$ cat src/rtl/bp_uart_bridge_pkg.sv
// ============================================================================
//  Module   : bpUartPkg
//  Brief    : Shared state encodings, frame constants and counter sizing.
//  Revision : 1.0
// ============================================================================
`default_nettype none

package bpUartPkg;

   localparam int UART_DATA_W     = 8;
   localparam int UART_FRAME_BITS = 10;

   typedef enum logic [2:0] {
      RX_IDLE  = 3'd0,
      RX_START = 3'd1,
      RX_DATA  = 3'd2,
      RX_STOP  = 3'd3,
      RX_BREAK = 3'd4
   } rx_state_t;

   typedef enum logic [1:0] {
      TX_IDLE  = 2'd0,
      TX_START = 2'd1,
      TX_DATA  = 2'd2,
      TX_STOP  = 2'd3
   } tx_state_t;

   function automatic int bit_cnt_width(input int clks_per_bit);
      return $clog2(clks_per_bit);
   endfunction

endpackage

`default_nettype wire

$ cat src/rtl/bp_uart_bridge_rxfifo.sv
// ============================================================================
//  Module   : bp_uart_rxfifo
//  Brief    : Synchronous byte FIFO with wrap-bit pointers and registered read data.
//  Revision : 1.0
// ============================================================================
`default_nettype none

module bp_uart_rxfifo #(
   parameter int DEPTH = 4,
   parameter int WIDTH = 8
) (
   input  logic             i_clk,
   input  logic             i_rst,
   input  logic             i_cg,
   input  logic             i_push,
   input  logic [WIDTH-1:0] i_data,
   input  logic             i_pop,
   output logic [WIDTH-1:0] o_data,
   output logic             o_empty,
   output logic             o_full
);
   localparam int AW = $clog2(DEPTH);

   logic [WIDTH-1:0] r_mem [DEPTH];
   logic [AW:0]      r_wr_ptr;
   logic [AW:0]      r_rd_ptr;
   logic [WIDTH-1:0] r_data;
   logic             w_push_ok;
   logic             w_pop_ok;
   logic [AW:0]      w_rd_next;

   assign o_empty   = (r_wr_ptr == r_rd_ptr);
   assign o_full    = (r_wr_ptr[AW] != r_rd_ptr[AW]) && (r_wr_ptr[AW-1:0] == r_rd_ptr[AW-1:0]);
   assign w_pop_ok  = i_cg & i_pop & ~o_empty;
   // A pop in the same cycle frees the slot, so a push into a full FIFO is still accepted.
   assign w_push_ok = i_cg & i_push & (~o_full | w_pop_ok);
   assign w_rd_next = r_rd_ptr + {{AW{1'b0}}, w_pop_ok};
   assign o_data    = r_data;

   always_ff @(posedge i_clk) begin
      if (w_push_ok)
         r_mem[r_wr_ptr[AW-1:0]] <= i_data;
   end

   always_ff @(posedge i_clk) begin
      if (i_rst) begin
         r_wr_ptr <= '0;
         r_rd_ptr <= '0;
         r_data   <= '0;
      end else if (i_cg) begin
         if (w_push_ok)
            r_wr_ptr <= r_wr_ptr + (AW+1)'(1);
         r_rd_ptr <= w_rd_next;
         // The head slot is being written this cycle: forward the incoming byte.
         if (w_push_ok && (r_wr_ptr == w_rd_next))
            r_data <= i_data;
         else
            r_data <= r_mem[w_rd_next[AW-1:0]];
      end
   end

endmodule

`default_nettype wire

$ cat src/rtl/bp_uart_bridge.sv
// ============================================================================
//  Module   : bp_uart_bridge
//  Brief    : 8N1 UART to BytePipe bridge with buffered RX and idle-ready TX.
//  Revision : 1.0
// ============================================================================
`default_nettype none

module bp_uart_bridge
   import bpUartPkg::*;
#(
   parameter int CLKS_PER_BIT = 104,
   parameter int RXFIFO_DEPTH = 4
) (
   input  logic       i_clk,
   input  logic       i_rst,
   input  logic       i_cg,
   input  logic       i_uart_rx,
   output logic       o_uart_tx,
   output logic [7:0] o_bp_data,
   output logic       o_bp_valid,
   input  logic       i_bp_ready,
   input  logic [7:0] i_bp_data,
   input  logic       i_bp_valid,
   output logic       o_bp_ready,
   output logic       o_rxOverflow,
   output logic       o_rxFrameError
);
   localparam int             CW         = bit_cnt_width(CLKS_PER_BIT);
   localparam int             FW         = UART_FRAME_BITS - 1;
   localparam logic [CW-1:0]  C_HALF_BIT = CW'(CLKS_PER_BIT / 2 - 1);
   localparam logic [CW-1:0]  C_FULL_BIT = CW'(CLKS_PER_BIT - 1);
   localparam logic [2:0]     C_LAST_BIT = 3'(UART_DATA_W - 1);

   logic                   r_rx_s1, r_rx_s2, r_rx_s3;
   rx_state_t              r_rx_state;
   logic [CW-1:0]          r_rx_cnt;
   logic [2:0]             r_rx_bit;
   logic [UART_DATA_W-1:0] r_rx_shift;
   logic                   r_rx_ovf;
   logic                   r_rx_fe;
   tx_state_t              r_tx_state;
   logic [CW-1:0]          r_tx_cnt;
   logic [2:0]             r_tx_bit;
   logic [FW-1:0]          r_tx_frame;
   logic                   r_tx;
   logic                   w_rx_fall;
   logic                   w_push;
   logic                   w_pop;
   logic                   w_empty;
   logic                   w_full;

   assign w_rx_fall      = r_rx_s3 & ~r_rx_s2;
   assign w_push         = (r_rx_state == RX_STOP) && (r_rx_cnt == '0) && r_rx_s2;
   assign w_pop          = o_bp_valid & i_bp_ready;
   assign o_bp_valid     = ~w_empty;
   assign o_rxOverflow   = r_rx_ovf;
   assign o_rxFrameError = r_rx_fe;
   assign o_uart_tx      = r_tx;
   assign o_bp_ready     = (r_tx_state == TX_IDLE);

   always_ff @(posedge i_clk) begin
      if (i_rst) begin
         r_rx_s1 <= 1'b1;
         r_rx_s2 <= 1'b1;
         r_rx_s3 <= 1'b1;
      end else if (i_cg) begin
         r_rx_s1 <= i_uart_rx;
         r_rx_s2 <= r_rx_s1;
         r_rx_s3 <= r_rx_s2;
      end
   end

   always_ff @(posedge i_clk) begin
      if (i_rst) begin
         r_rx_state <= RX_IDLE;
         r_rx_cnt   <= '0;
         r_rx_bit   <= '0;
         r_rx_shift <= '0;
         r_rx_ovf   <= 1'b0;
         r_rx_fe    <= 1'b0;
      end else if (i_cg) begin
         r_rx_fe <= 1'b0;
         if (w_push && w_full && !i_bp_ready)
            r_rx_ovf <= 1'b1;
         case (r_rx_state)
            RX_IDLE: if (w_rx_fall) begin
               r_rx_cnt   <= C_HALF_BIT;
               r_rx_state <= RX_START;
            end
            RX_START: if (r_rx_cnt == '0) begin
               r_rx_cnt   <= C_FULL_BIT;
               r_rx_bit   <= '0;
               r_rx_state <= r_rx_s2 ? RX_IDLE : RX_DATA;
            end else r_rx_cnt <= r_rx_cnt - CW'(1);
            RX_DATA: if (r_rx_cnt == '0) begin
               r_rx_shift <= {r_rx_s2, r_rx_shift[UART_DATA_W-1:1]};
               r_rx_cnt   <= C_FULL_BIT;
               if (r_rx_bit == C_LAST_BIT) r_rx_state <= RX_STOP;
               else                        r_rx_bit   <= r_rx_bit + 3'd1;
            end else r_rx_cnt <= r_rx_cnt - CW'(1);
            RX_STOP: if (r_rx_cnt == '0) begin
               r_rx_fe    <= ~r_rx_s2;
               r_rx_state <= r_rx_s2 ? RX_IDLE : RX_BREAK;
            end else r_rx_cnt <= r_rx_cnt - CW'(1);
            RX_BREAK: if (r_rx_s2) r_rx_state <= RX_IDLE;
            default: r_rx_state <= RX_IDLE;
         endcase
      end
   end

   bp_uart_rxfifo #(
      .DEPTH (RXFIFO_DEPTH),
      .WIDTH (UART_DATA_W)
   ) u_rxfifo (
      .i_clk   (i_clk),
      .i_rst   (i_rst),
      .i_cg    (i_cg),
      .i_push  (w_push),
      .i_data  (r_rx_shift),
      .i_pop   (w_pop),
      .o_data  (o_bp_data),
      .o_empty (w_empty),
      .o_full  (w_full)
   );

   // The frame register holds data plus stop bit; ones shift in behind it.
   always_ff @(posedge i_clk) begin
      if (i_rst) begin
         r_tx_state <= TX_IDLE;
         r_tx_cnt   <= '0;
         r_tx_bit   <= '0;
         r_tx_frame <= '1;
         r_tx       <= 1'b1;
      end else if (i_cg) begin
         case (r_tx_state)
            TX_IDLE: if (i_bp_valid) begin
               r_tx_frame <= {1'b1, i_bp_data};
               r_tx_cnt   <= C_FULL_BIT;
               r_tx       <= 1'b0;
               r_tx_state <= TX_START;
            end
            TX_START: if (r_tx_cnt == '0) begin
               r_tx       <= r_tx_frame[0];
               r_tx_frame <= {1'b1, r_tx_frame[FW-1:1]};
               r_tx_cnt   <= C_FULL_BIT;
               r_tx_bit   <= '0;
               r_tx_state <= TX_DATA;
            end else r_tx_cnt <= r_tx_cnt - CW'(1);
            TX_DATA: if (r_tx_cnt == '0) begin
               r_tx       <= r_tx_frame[0];
               r_tx_frame <= {1'b1, r_tx_frame[FW-1:1]};
               r_tx_cnt   <= C_FULL_BIT;
               if (r_tx_bit == C_LAST_BIT) r_tx_state <= TX_STOP;
               else                        r_tx_bit   <= r_tx_bit + 3'd1;
            end else r_tx_cnt <= r_tx_cnt - CW'(1);
            TX_STOP: if (r_tx_cnt == '0) r_tx_state <= TX_IDLE;
                     else                r_tx_cnt   <= r_tx_cnt - CW'(1);
            default: r_tx_state <= TX_IDLE;
         endcase
      end
   end

endmodule

`default_nettype wire

$ cat config.mk
export PLATFORM = sky130hd
export DESIGN_NAME = bp_uart_bridge
export DESIGN_NICKNAME = d
export VERILOG_FILES = /design/src/rtl/bp_uart_bridge_pkg.sv /design/src/rtl/bp_uart_bridge_rxfifo.sv /design/src/rtl/bp_uart_bridge.sv
export SDC_FILE = /design/constraint.sdc
export NUM_CORES = 1
export LEC_CHECK = 0
export BUFFER_PORTS_ARGS = -buffer_cell sky130_fd_sc_hd__buf_4
export CORE_ASPECT_RATIO = 1.25
export CORE_MARGIN = 4
export CORE_UTILIZATION = 50
export CTS_CLUSTER_DIAMETER = 200
export DETAILED_ROUTE_END_ITERATION = 7
export GPL_ROUTABILITY_DRIVEN = 0
export PLACE_DENSITY = 0.75
export SLEW_MARGIN = 20
export SYNTH_ARGS = -nofsm -noshare
export SYNTH_HDL_FRONTEND = slang
export SYNTH_SLANG_ARGS = --single-unit
export TNS_END_PERCENT = 20
$ cat constraint.sdc
create_clock -name i_clk -period 4.1 [get_ports i_clk]
set_input_delay 0.41 -clock i_clk [delete_from_list [all_inputs] [get_ports i_clk]]
set_output_delay 0.41 -clock i_clk [all_outputs]
set_load 0.1 [all_outputs]
* Word-level counts from Yosys, hierarchy flattened
Memory sizes are Yosys's and may differ from the RTL's. Index checks and enable logic that the tools add are counted.
Cells by class: add/subtract/negate cells 6, equality and inequality tests 29, mux-type cells 42, bitwise operators 10, reduce and logical (&&, ||, !) cells 27
Operators by type and width (number):
- two-way mux 7 bit | 6
- case mux 7 bit (3 select lines) | 2
- two-way mux 3 bit | 13
- != test 2 bit (second input constant) | 14
- two-way mux 9 bit | 2
- case mux 9 bit (2 select lines) | 1
- case mux 3 bit (5 select lines) | 1
- zero test 7 bit | 2
- subtractor 7 x 1 -> 7 bit (second input constant) | 2
- two-way mux 2 bit | 6
- case mux 3 bit (2 select lines) | 2
- AND reduction 5 bit | 2
- adder 3 x 1 -> 3 bit (second input constant) | 3
- equality test 3 bit (second input constant) | 3
- two-way mux 8 bit | 1
- case mux 2 bit (4 select lines) | 1
- AND reduction 4 bit | 2
- AND reduction 7 bit | 1
- bitwise AND 1 bit | 6
- equality test 3 x 2 -> 1 bit (second input constant) | 2
- equality test 3 bit | 2
- logical AND 1 bit | 6
- two-way mux 1 bit | 6
- AND reduction 3 bit | 2
- other kinds (18) | 26
Storage, ports and cells: register bits after elaboration 62, RAM bits 32, bits of input ports 14, output and inout port bits 13, logic and storage cells 132, memories 1
Memory list:
- u_rxfifo.r_mem | depth 4, bits a word 8, read ports 1, clocked after memory_dff 0, write ports 1, line bp_uart_bridge_rxfifo.sv:24 | logic [WIDTH-1:0] r_mem [DEPTH];

* Logic depth before layout (Yosys ltp)
depth in word-level cells 9, mapped depth 12, depth with buffers taken out 11

* Cells and area by module
Synthesis repeated with hierarchy kept, for this count alone.
Unflattened totals: cell total of the unflattened synthesis 440, area total of the unflattened synthesis 4611.9 um^2
By module, submodules not included:
- bp_uart_bridge | instances 1, cells each 300, area an instance 2617.5 um^2, seq. area each 940.9 um^2
- bp_uart_rxfifo | instances 1, cells each 140, area an instance 1994.4 um^2, seq. area each 1241.2 um^2

* Least setup slack after synthesis
Ideal clock, no wire load.
path kind register to register, from reg u_rxfifo.r_wr_ptr[0], to reg u_rxfifo.r_data[0], in the netlist u_rxfifo.o_data[0], setup time 0.137 ns, arrival 3.395 ns, data required time 3.963 ns, path slack 0.569 ns, cell stages (with the launch flop) 12, buffers on the path 1, period minus slack after synthesis 3.531 ns, cells stage by stage dfxtp_1 xor2_1 nor2_1 nand2_1 and3_1 ha_1 clkbuf_1 xnor2_1 nand2_1 nor4_4 mux2i_1 a211oi_1
On the way: cells in the longest elaborated chain, start to end 9, elaborated cells between the ends (all ways) 15, those cells by class add/sub (1); eq/ne (3); mux (1); bitwise (7); reduce/logical (2); memory (1)
RTL lines:
- start, declared | line bp_uart_bridge_rxfifo.sv:25 | logic [AW:0] r_wr_ptr;
- start signal, assigned | line bp_uart_bridge_rxfifo.sv:52 | r_wr_ptr <= r_wr_ptr + (AW+1)'(1);
- equality test 3 bit * | line bp_uart_bridge_rxfifo.sv:32 | assign o_empty = (r_wr_ptr == r_rd_ptr);
- inverter 1 bit * | line bp_uart_bridge.sv:55 | assign o_bp_valid = ~w_empty;
- named net o_bp_valid | line bp_uart_bridge.sv:20 | output logic o_bp_valid,
- bitwise AND 1 bit | line bp_uart_bridge.sv:54 | assign w_pop = o_bp_valid & i_bp_ready;
- bitwise AND 1 bit | line bp_uart_bridge_rxfifo.sv:34 | assign w_pop_ok = i_cg & i_pop & ~o_empty;
- bitwise AND 1 bit * | line bp_uart_bridge_rxfifo.sv:34
- adder 3 x 1 -> 3 bit * | line bp_uart_bridge_rxfifo.sv:37 | assign w_rd_next = r_rd_ptr + {{AW{1'b0}}, w_pop_ok};
- named net u_rxfifo.w_rd_next[0] | line bp_uart_bridge_rxfifo.sv:30 | logic [AW:0] w_rd_next;
- branches (longest 2 deep; another with memory (4 x 8 bit))
- two-way mux 8 bit * | line bp_uart_bridge_rxfifo.sv:55 | if (w_push_ok && (r_wr_ptr == w_rd_next))
- end signal, assigned | line bp_uart_bridge_rxfifo.sv:56 | r_data <= i_data;
- end signal, assigned | line bp_uart_bridge_rxfifo.sv:58 | r_data <= r_mem[w_rd_next[AW-1:0]];
- end, declared | line bp_uart_bridge_rxfifo.sv:27 | logic [WIDTH-1:0] r_data;
Mark *: on every way through the listed nets, which the timed path passes. A chain may end at the register's enable or synchronous reset.

* Worst setup path after layout
from reg u_rxfifo.r_wr_ptr[0], to reg u_rxfifo.r_data[1], in the netlist u_rxfifo.o_data[1]
On the way: cells in the longest elaborated chain, start to end 9, elaborated cells between the ends (all ways) 15, those cells by class add/sub (1); eq/ne (3); mux (1); bitwise (7); reduce/logical (2); memory (1)
RTL lines (line):
- equality test 3 bit * | bp_uart_bridge_rxfifo.sv:32
- inverter 1 bit * | bp_uart_bridge_rxfifo.sv:34, bp_uart_bridge.sv:55
- bitwise AND 1 bit | bp_uart_bridge.sv:54
- bitwise AND 1 bit | bp_uart_bridge_rxfifo.sv:34
- bitwise AND 1 bit * | bp_uart_bridge_rxfifo.sv:34
- adder 3 x 1 -> 3 bit * | bp_uart_bridge_rxfifo.sv:37
- named net u_rxfifo.w_rd_next[1] | bp_uart_bridge_rxfifo.sv:30
- branches (longest 2 deep; another with memory (4 x 8 bit))
- two-way mux 8 bit * | bp_uart_bridge_rxfifo.sv:55
Marks and branches as above.

==> qor.tcl <==
set qor(async_flop_share_pct) 0
set qor(nFillCells) 747
set qor(run_status) {complete, no violations}
set qor(detail-route-antenna-nets) 0
set qor(finalMaxSlewViolations) 0
set qor(finalPower_mw) 1.99
set qor(core.rowCount) 38
set qor(worst_path_max_delay_cell) {sky130_fd_sc_hd__ha_1}
set qor(final.setup_skew_ps) 11.4
set qor(synth_cells) 412
set qor(period_needed_ps) 3050
set qor(synth_top_area_cell) {sky130_fd_sc_hd__dfxtp_1}
set qor(setup_violating_endpoint_count_in_the_final_report) 0
set qor(timing.hold.ws_ps) 277
set qor(synthFlopType) {sky130_fd_sc_hd__dfxtp_1}
set qor(power_per_cell_area_mw_per_mm2) 404
set qor(timing.max_cap.violations) 0
set qor(drt_first_iter_violations) 151
set qor(cts-htree-levels) 3
set qor(mappedNetlistArea_mm2) 0.00442
set qor(cp_cell_sequence) {xor2_1 -> nor2_1 -> nand2_1 -> and3_1 -> ha_1 -> ha_1 -> xnor2_1 -> nand2_1 -> nor4_4 -> mux2i_1 -> a211oi_1}
set qor(tightest_slew_ps) 873
set qor(worstSetupStartpointType) {flop}
set qor(post_route_cells_drive_above_1_share_pct) 16.0
set qor(reg2reg_setup_slack_ps) 1050
set qor(synth.net_count) 443
set qor(totalWireLength_um) 8320
set qor(post_cts_resize_count) 0
set qor(postCtsSetupBuffers) 0
set qor(final_tns_setup_ps) 0
set qor(drt-wirelength-per-cell_um) 14.9
set qor(timing.setup.critical_path_class) {flop to flop}
set qor(floorplan.io_pins) 27
set qor(irDropWorstVdd_mv) 0.238
set qor(chipWidth_um) 92.1
set qor(synthDominantCellAreaShare_pct) 27.6
set qor(critPathArrivalTime_ps) 3270
set qor(synth-seq-area-share_pct) 49.3
set qor(floorplan.core_area_mm2) 0.00865
set qor(critPathRequiredTime_ps) 4320
set qor(grt_pass1_vias) 2944
set qor(leakagePower_nw) 1.86
set qor(globalRoute.totalOverflow) 0
set qor(synth-edff-count) 32
set qor(grt_usage_pct) 16.9
set qor(synthToLayoutAreaGrowth_pct) 11.3
set qor(die_area_mm2) 0.0104
set qor(crit_path_max_fanout) 10
set qor(port_buffers) 26
set qor(synth_cell_types) 57
set qor(timing.final.crit_share_pct) 74.3
set qor(cts_stage_hold_buffer_count) 0
set qor(hold_path.class) {input port to flop}
set qor(root_buffer_cell) {sky130_fd_sc_hd__clkbuf_8}
set qor(pin_count_of_the_biggest_net_entering_global_routing) 50
set qor(dieHeight_um) 113
set qor(initial_core_util_pct) 51.1
set qor(hpwlAfterDp_um) 5930
set qor(cts.reportedPaths.clkPinSlew_ps) 90
set qor(tritoncts.num_buffers) 9
set qor(slew-limit-headroom_pct) 41.8
set qor(synth-seq-cells) 93
set qor(dr_total_vias) 3073
set qor(first_pass_grt_wire_length_um) 14200
set qor(critical_path.max_stage_delay_ps) 550
set qor(route.detailed.vias_per_inst) 5.52
set qor(detail_route.first_pass.iterations) 4
set qor(antenna_cells_inserted) 0
set qor(fmax_ghz) 0.328
set qor(avgSynthCellArea_um2) 10.7
set qor(drt_drc_violations_left) 0
set qor(tritoncts_clock_tree) {done}
set qor(clkSinkCount) 93
set qor(yosys_warnings) 0
set qor(initial_antenna_violation_count) 0
set qor(count_of_endpoints_failing_hold_in_the_final_timing_report) 0
set qor(clkLatencyLatePin_ps) 360
set qor(final_nets) 463
set qor(post_synth_main_area_contributors) {sky130_fd_sc_hd__dfxtp_1 (28%), sky130_fd_sc_hd__edfxtp_1 (22%), sky130_fd_sc_hd__mux2i_1 (7.7%)}
set qor(setup_repair_after_global_routing_missed_its_margin) {no}
set qor(critical_path.endpoint_type) {flop}
set qor(cts-root-to-sink-buffers) 2
==> where the power goes <==
part           total [mW]  internal [mW]  leakage, nW  switching, mW
clock               0.645          0.326        0.104          0.318
combinational       0.335          0.122        0.987          0.213
sequential           1.01          0.978        0.765         0.0311
==> path summary, 6_finish.rpt <==
check,start,to,cells after the start
setup / recovery,u_rxfifo.r_wr_ptr[0],u_rxfifo.o_data[1],11
hold / removal,i_uart_rx,r_rx_s1,3
setup reg to reg,u_rxfifo.r_wr_ptr[0],u_rxfifo.o_data[1],11
hold reg to reg,r_tx_bit[2],r_tx_bit[2],2
==> synthesized netlist by cell type, drive strengths merged (2+ instances only) <==
library cell / n
dfxtp: 61
nor2: 51
mux2i: 34
edfxtp: 32
nand2: 28
a21oi: 19
ha: 17
inv: 16
clkbuf: 15
a211oi: 13
and2: 10
xnor2: 10
mux4: 8
nor3: 8
o21ai: 8
mux2: 7
nand3: 7
a31oi: 5
nand2b: 5
buf: 4
nor3b: 4
o22ai: 4
and3: 3
nor2b: 3
nor4: 3
nor4b: 3
o21a: 3
or2: 3
xor2: 3
a2bb2oi: 2
a41oi: 2
nand4: 2
==> stage by stage <==
stage / util [%] / cells / worst slack (ps) / area (um^2)
after global routing: 56.9 / 557 / 766 / 4920
after global placement: 54.5 / 541 / 1260 / 4710
after floorplan: - / 412 / 569 / 4420
after CTS: 56.9 / 557 / 1040 / 4920
final: 56.9 / 557 / 1050 / 4920
after detailed placement: 54.5 / 541 / 1060 / 4710
==> registers in the layout (all words and copies together) (netlist names), 2 cells and up <==
name / cells
u_rxfifo.o_data: 8
r_rx_state: 3
r_tx_frame: 8
r_rx_shift: 8
r_tx_cnt: 7
u_rxfifo.r_rd_ptr: 3
r_rx_cnt: 7
r_tx_state: 2
u_rxfifo.r_mem: 32
r_rx_bit: 3
r_tx_bit: 3
u_rxfifo.r_wr_ptr: 3
==> logic make-up after synthesis <==
group	synth area share (%)
simple gates	15.8
flops	49.3
compound gates	10.7
mux	13.6
buf+inv	2.97
fa+ha+maj	5.04
xor+xnor	2.57
==> per-layer routing <==
| layer | track usage [%] | part of all wire (%) | vias up |
|---|---|---|---|
| li1 | - | - | 1532 |
| met1 | 21.8 | 44 | 1487 |
| met2 | 28.5 | 52 | 44 |
| met3 | 3.26 | 2.9 | 10 |
| met4 | 5.95 | 1.3 | 0 |
| met5 | 0 | 0 | - |
==> final cells by class <==
type | count | area (um^2) | share of cell area (%)
well taps | 120 | 150 | 3.05
repair buffers | 28 | 210 | 4.27
clock inverters | 4 | 53.8 | 1.09
inverters | 16 | 60.1 | 1.22
multi-input cells | 284 | 2110 | 42.8
flip-flops and latches | 93 | 2180 | 44.3
clock buffers | 12 | 159 | 3.23
==> layout by cell type (no fill, tap or decap), types with 7 or more instances in the layout <==
master / synthesis / routed
sky130_fd_sc_hd__nand3_1: 7 / 7
sky130_fd_sc_hd__buf_4: 0 / 28
sky130_fd_sc_hd__nand2_1: 28 / 28
sky130_fd_sc_hd__mux2i_1: 34 / 34
sky130_fd_sc_hd__a21oi_1: 19 / 19
sky130_fd_sc_hd__dfxtp_1: 61 / 61
sky130_fd_sc_hd__inv_1: 16 / 16
sky130_fd_sc_hd__o21ai_0: 8 / 8
sky130_fd_sc_hd__ha_1: 17 / 17
sky130_fd_sc_hd__a211oi_1: 13 / 13
sky130_fd_sc_hd__nor2_1: 50 / 50
sky130_fd_sc_hd__mux2_2: 7 / 7
sky130_fd_sc_hd__xnor2_1: 10 / 10
sky130_fd_sc_hd__mux4_2: 8 / 8
sky130_fd_sc_hd__and2_1: 9 / 9
sky130_fd_sc_hd__clkbuf_8: 0 / 9
sky130_fd_sc_hd__edfxtp_1: 32 / 32
sky130_fd_sc_hd__nor3_1: 8 / 8
==> critical path: cells and delay by family, from the launching register on <==
| kind | cells | cell delay [ps] |
|---|---|---|
| adders and majority gates | 2 | 730 |
| muxes | 1 | 290 |
| AOI/OAI and AO/OA | 1 | 90 |
| xor gates and xnor gates | 2 | 320 |
| DFF | 1 | 500 |
| and+or+nand+nor | 5 | 1000 |
No activity file was read; power rests on OpenSTA's default activity.
